[src/rtl/controle_linha_envase.sv]
// Bottling lane sequencer: conveyor, fill valve and sealing handshake, with
// cork stock tracking, case counting and a latched coded alarm.
module controle_linha_envase #(
    parameter int ROLHA_MAX    = 20,
    parameter int ROLHA_MIN    = 3,
    parameter int FILL_TIMEOUT = 50
) (
    input  logic       clk,
    input  logic       reset,
    input  logic       start,
    input  logic       stop,
    input  logic       ack,
    input  logic       garrafa_in,
    input  logic       nivel,
    input  logic       garrafa_ved,
    input  logic       ved_done,
    input  logic       ved_alarme,
    input  logic       recarga,
    output logic       motor,
    output logic       valvula,
    output logic       ved_req,
    output logic       alarme,
    output logic [1:0] alarme_cod,
    output logic [7:0] rolha_stock,
    output logic       rolha_baixa,
    output logic [3:0] unidades,
    output logic [7:0] caixas,
    output logic       caixa_pronta
);

    localparam logic [7:0] STOCK_MAX = 8'(ROLHA_MAX);
    localparam logic [7:0] STOCK_MIN = 8'(ROLHA_MIN);
    localparam logic [7:0] TMO_LAST  = 8'(FILL_TIMEOUT - 1);

    typedef enum logic [2:0] {
        IDLE, MOVE_FILL, FILL, MOVE_SEAL, SEAL, ALARM
    } estado_t;

    estado_t    estado;
    logic       stop_lat;
    logic [7:0] timer;
    logic [7:0] stock_novo;

    // A refill in the same cycle as a seal wins over the decrement.
    assign stock_novo = recarga ? STOCK_MAX : rolha_stock - 8'd1;

    assign motor       = (estado == MOVE_FILL) || (estado == MOVE_SEAL);
    assign valvula     = (estado == FILL);
    assign ved_req     = (estado == SEAL);
    assign alarme      = (estado == ALARM);
    assign rolha_baixa = (rolha_stock <= STOCK_MIN);

    always_ff @(posedge clk or posedge reset) begin
        if (reset) begin
            estado       <= IDLE;
            stop_lat     <= 1'b0;
            timer        <= 8'd0;
            alarme_cod   <= 2'b00;
            rolha_stock  <= STOCK_MAX;
            unidades     <= 4'd0;
            caixas       <= 8'd0;
            caixa_pronta <= 1'b0;
        end else begin
            caixa_pronta <= 1'b0;
            if (stop && estado != IDLE) stop_lat <= 1'b1;
            if (recarga) rolha_stock <= STOCK_MAX;

            // Every transition into IDLE also clears the stop latch; these
            // later assignments override the set above.
            case (estado)
                IDLE: begin
                    if (start && rolha_stock != 8'd0) estado <= MOVE_FILL;
                end
                MOVE_FILL: begin
                    if (stop_lat) begin
                        estado   <= IDLE;
                        stop_lat <= 1'b0;
                    end else if (garrafa_in) begin
                        estado <= FILL;
                        timer  <= 8'd0;
                    end
                end
                FILL: begin
                    timer <= timer + 8'd1;
                    if (nivel) begin
                        estado <= MOVE_SEAL;
                    end else if (timer == TMO_LAST) begin
                        estado     <= ALARM;
                        alarme_cod <= 2'b01;
                    end
                end
                MOVE_SEAL: begin
                    if (garrafa_ved) estado <= SEAL;
                end
                SEAL: begin
                    if (ved_alarme) begin
                        estado     <= ALARM;
                        alarme_cod <= 2'b10;
                    end else if (ved_done) begin
                        rolha_stock <= stock_novo;
                        if (unidades == 4'd11) begin
                            unidades     <= 4'd0;
                            caixa_pronta <= 1'b1;
                            if (caixas != 8'hFF) caixas <= caixas + 8'd1;
                        end else begin
                            unidades <= unidades + 4'd1;
                        end
                        if (stop_lat || stock_novo == 8'd0) begin
                            estado   <= IDLE;
                            stop_lat <= 1'b0;
                        end else begin
                            estado <= MOVE_FILL;
                        end
                    end
                end
                ALARM: begin
                    if (ack && !ved_alarme) begin
                        estado     <= IDLE;
                        alarme_cod <= 2'b00;
                        stop_lat   <= 1'b0;
                    end
                end
                default: estado <= IDLE;
            endcase
        end
    end

endmodule

[config.mk]
export PLATFORM = sky130hd
export DESIGN_NAME = controle_linha_envase
export DESIGN_NICKNAME = d
export VERILOG_FILES = /design/src/rtl/controle_linha_envase.sv
export SDC_FILE = /design/constraint.sdc
export NUM_CORES = 1
export LEC_CHECK = 0
export BUFFER_PORTS_ARGS = -buffer_cell sky130_fd_sc_hd__buf_2
export CORE_MARGIN = 3
export CORE_UTILIZATION = 40
export CTS_BUF_LIST = sky130_fd_sc_hd__clkbuf_8
export CTS_CLUSTER_DIAMETER = 80
export CTS_CLUSTER_SIZE = 24
export DETAILED_ROUTE_END_ITERATION = 8
export RECOVER_POWER = 50
export SYNTH_ARGS = -nofsm -noshare
export SYNTH_HDL_FRONTEND = slang
export SYNTH_SLANG_ARGS = --single-unit
[constraint.sdc]
create_clock -name clk -period 4.2 [get_ports clk]
set_input_delay 0.21 -clock clk [delete_from_list [all_inputs] [get_ports clk]]
set_output_delay 0.21 -clock clk [all_outputs]
set_load 0.03 [all_outputs]
======== Word level (Yosys, flattened, before mapping) ========
Cells that the tools add are included.
storage, ports and cells
  register bits ........................... 35
  output and inout bits ................... 28
cells by class
  add/subtract/negate cells ............... 4
  $lt $le $gt $ge ......................... 1
  equality and inequality tests ........... 19
  mux-type cells .......................... 36
  bitwise logic cells ..................... 1
  reduce and logical (&&, ||, !) cells .... 17
operators with widths
  cell                 count
  $mux 8               7
  $mux 3               9
  $pmux 3 s6           1
  $add 8x1->8 const B  2
  $pmux 8 s2           1
  $ne 2x2->1 const B   6
  $mux 1               11
  $reduce_and 5->1     2
  $eq 8x6->1 const B   1
  $le 8x2->1 const B   1
  $logic_not 8->1      1
  $mux 2               4
  $ne 8x8->1 const B   1
  $reduce_bool 8->1    1
  $sub 8x1->8 const B  1
  $eq 3x2->1 const B   2
  $eq 3x3->1 const B   2
  $ne 3x3->1 const B   2
  $pmux 2 s3           1
  $reduce_and 3->1     2
  $reduce_and 6->1     1
  $reduce_bool 3->1    2
  $add 4x1->4 const B  1
  $eq 4x4->1 const B   1
  11 further kinds     15

======== Logic depth before layout (Yosys ltp) ========
  depth in word-level cells ............... 8
  gate-level depth with buffers ........... 7
  mapped depth without buffers ............ 7

======== Worst setup path before layout ========
OpenSTA, ideal clock, no wires.
  path kind ............................... flip-flop to flip-flop
  start point ............................. register rolha_stock[0]
  end point ............................... register stop_lat
  arrival ................................. 1.928 ns
  data required time ...................... 4.069 ns
  slack ................................... 2.141 ns
  cell stages (with the launch flop) ...... 8
  path buffers ............................ 0
  path through ............................ dfrtp_1 inv_1 ha_1 or4b_4 xnor2_1 o31a_2 o21ai_0 a21oi_1
on the way
  longest elaborated chain between the ends .. 8
RTL lines
  element                 line  text
  from (decl)             24    output logic [7:0] rolha_stock,
  from (signal assigned)  100   rolha_stock <= stock_novo;
  $sub 8x1->8             45    assign stock_novo = recarga ? STOCK_MAX : rolha_stock - 8'd1;
  $mux 8                  45
  $logic_not 8->1         108   if (stop_lat || stock_novo == 8'd0) begin
  $logic_or 1x1->1        108
  $mux 1                  108
  $mux 1                  99    end else if (ved_done) begin
  $mux 1                  96    if (ved_alarme) begin
  $pmux 1 s3              70    case (estado)
  to (signal assigned)    77    stop_lat <= 1'b0;
  to (signal assigned)    110   stop_lat <= 1'b0;
  to (signal assigned)    120   stop_lat <= 1'b0;
  to (decl)               40    logic stop_lat;
Every way passes these cells.
A chain may end at the register's enable or synchronous reset.

======== Worst setup path after layout ========
  start point ............................. register estado[0]
  end point ............................... output port valvula
on the way
  longest elaborated chain between the ends .. 1
RTL lines
  element                 line  text
  from (decl)             39    estado_t estado;
  from (signal assigned)  55    estado <= IDLE;
  from (signal assigned)  72    if (start && rolha_stock != 8'd0) estado <= MOVE_FILL;
  from (signal assigned)  76    estado <= IDLE;
  $eq 3x2->1              48    assign valvula = (estado == FILL);
  to (decl)               20    output logic valvula,
Every way passes these cells.

==> results.toml <==
[synth]
syn_inst = 213
synth_cell_type_count = 46
synth_top_area_cell = "dfrtp_1"
syn-num-nets = 229
yosysMostFrequentCell = "dfrtp_1"
netlist_area_um2 = 1990
synth.avg_cell_area_um2 = 9.33
yosys_most_used_dff = "dfrtp_1"
async_flop_share = 1.00
ys_ff_latch = 35
synthTopCellsByCount = "dfrtp_1, nor2_1, nand2_1"
synth_top_area_frac = 0.415
ys_warn_count = 0
synth_edf_count = 0
synthTopCellsByArea = "dfrtp_1, xor2_1, nor2_1"
yosysSeqAreaShare = 0.442

[route]
wl_per_cell_um = 12.9
via_per_inst = 5.02
drtIter0Drc = 131
dr.pass1.iters = 4
drc = 0
vias = 1592
drtAntennaViolNets = 0
wirelength_mm = 4.09

[flow_run]
drv_cap = 1

[grt]
overflow = 0
use_met2 = 0.232
gr-usage-all-layers = 0.149
grt_pass1_wl_mm = 7.07
grt_pass1_vias = 1498
use_met1 = 0.204
top_usage_layer = "met2"
antenna_found_initial = 0
grt_max_degree = 36
met3_usage = 0.0366

[worst_setup_path]
cp_slowest_cell = "dfrtp_1"
crit_type = "flip-flop to primary output"
required_ns = 3.99
path_max_fanout = 21
cp_cell_sequence = "or3b_1, inv_1, buf_2"
cp-end-kind = "primary output"
slowest_delay_ns = 0.58
worst_setup_path_start_kind = "flip-flop"
critPathArrivalTime_ns = 1.87

[power_and_ir_drop]
power_density_nw_per_um2 = 507
irDropWorstVdd_mv = 0.302
p_leak_nw = 1.05
finalPower_mw = 1.17

[cells_and_area]
syn2layout_area_growth_pct = 16.5
fill_cells = 483
design_area_um2 = 2320
ff_latch_area_um2 = 878
multi_input_area_um2 = 1030
diodes = 0
drive_above_1_share = 0.176
layout.nets = 265

[sta]
setup_violations = 0
period_needed_ns = 2.08
fmax_mhz = 481
tightest_slew_ns = 1.88
slew_violations = 36
tns_ns = 0
fin_ws_ns = 2.12
post-route-period-util = 0.495
skew_ns = 0.00596
hold_viol_final = 0
rsz0062_at_grt = "no"
max_slew_margin = -0.253

[clocking]
cts_setup_buffers = 0
cts_resized = 0
clk_path_buf_depth = 2
htree_levels = 2
cts_sinks = 35
cts-root-buf = "clkbuf_8"
hold_buffers = 0
path_clk_slew_ns = 0.08
clock_latency_ns = 0.28
numCtsBuffers = 5
cts_tree = "done"

[placed_design]
place_hpwl_mm = 2.94
place_area_um2 = 2220
io_buffers = 38
place_ws_ns = 2.16
place_congestion = 0.827

[floorplan]
start_util = 0.418
die_h_um = 76.5
dieArea_um2 = 5850
rows = 25
fp.dieW_um = 76.5
ios = 39
fp.coreArea_um2 = 4750

[worst_hold_path]
hold_path.class = "input port to flip-flop"

[status]
status = "finished with violations"
violations = "max-capacitance violations, max-slew violations"
[sequential cells by signal (all words and copies together), names as in the netlist]
register and cells:
rolha_stock 8, stop_lat 1, caixa_pronta 1, estado 3, alarme_cod 2, unidades 4, timer 8, caixas 8
[where the power goes]
group	leakage, nW	switching, mW	internal [mW]	total (mW)
combinational	0.530	0.226	0.149	0.375
sequential	0.466	0.0962	0.396	0.492
clock	0.0581	0.131	0.177	0.307
total	1.05	0.452	0.722	1.17
[cells by family after synthesis]
| kind of cell | count (synthesis) | synth area share |
|---|---|---|
| buffers and inverters | 18 | 0.0378 |
| AND/OR/NAND/NOR | 90 | 0.252 |
| flip-flops | 35 | 0.442 |
| adder cells (fa/ha/maj) | 5 | 0.0315 |
| XOR/XNOR | 19 | 0.0837 |
| AO/OA/AOI/OAI | 42 | 0.131 |
| multiplexers | 4 | 0.0227 |
[layer usage]
layer / wire [um] / up-vias
met4: 51 / 0
li1: - / 822
met2: 1880 / 33
met3: 151 / 5
met1: 2000 / 732
met5: 0 / -
[worst max-delay path: cells and delay by family, from the launching register on]
family | cells | cell delay, ns
simple gates | 1 | 0.57
buf+inv | 2 | 0.43
flops | 1 | 0.58
[area by class of cell]
class,instances,area share
clock buffers,5,0.0297
clock inverters,3,0.0189
inverters,8,0.0130
multi-input cells,160,0.447
flip-flops and latches,35,0.379
well taps,67,0.0362
repair buffers,39,0.0762
[worst paths after layout]
| path | from | end | slack, ns | cells after the start |
|---|---|---|---|---|
| setup / recovery | estado[0]$_DFFE_PP0P_ | valvula | 2.12 | 3 |
| hold / removal | recarga | rolha_stock[0]$_DFF_PP0_ | 0.19 | 2 |
| setup reg to reg | rolha_stock[0]$_DFF_PP0_ | estado[0]$_DFFE_PP0P_ | 2.13 | 7 |
| hold reg to reg | caixas[5]$_DFFE_PP0P_ | caixas[5]$_DFFE_PP0P_ | 0.49 | 1 |
| max in group asynchronous | reset | timer[3]$_DFFE_PP0P_ | 2.54 | 3 |
| min in group asynchronous | reset | caixas[2]$_DFFE_PP0P_ | 0.58 | 3 |
[stage by stage]
step                instances  utilization  hold WS, ns
floorplan                 213            -        0.363
global route              317        0.487        0.213
detailed placement        309        0.468        0.336
global placement          309        0.468        0.340
finish                    317        0.487        0.191
CTS                       317        0.492       0.0203
[cell usage in the layout, fill, tap and decap left out, drive strengths merged, types with 6 or more instances in the layout]
master,n
o21ai,17
nor2,22
xor2,11
xnor2,8
nand2b,7
dfrtp,33
a21oi,10
nand3,6
nand2,17
clkbuf,20
nand4,6
buf,24
inv,8
No activity file was read; power rests on OpenSTA's default activity.
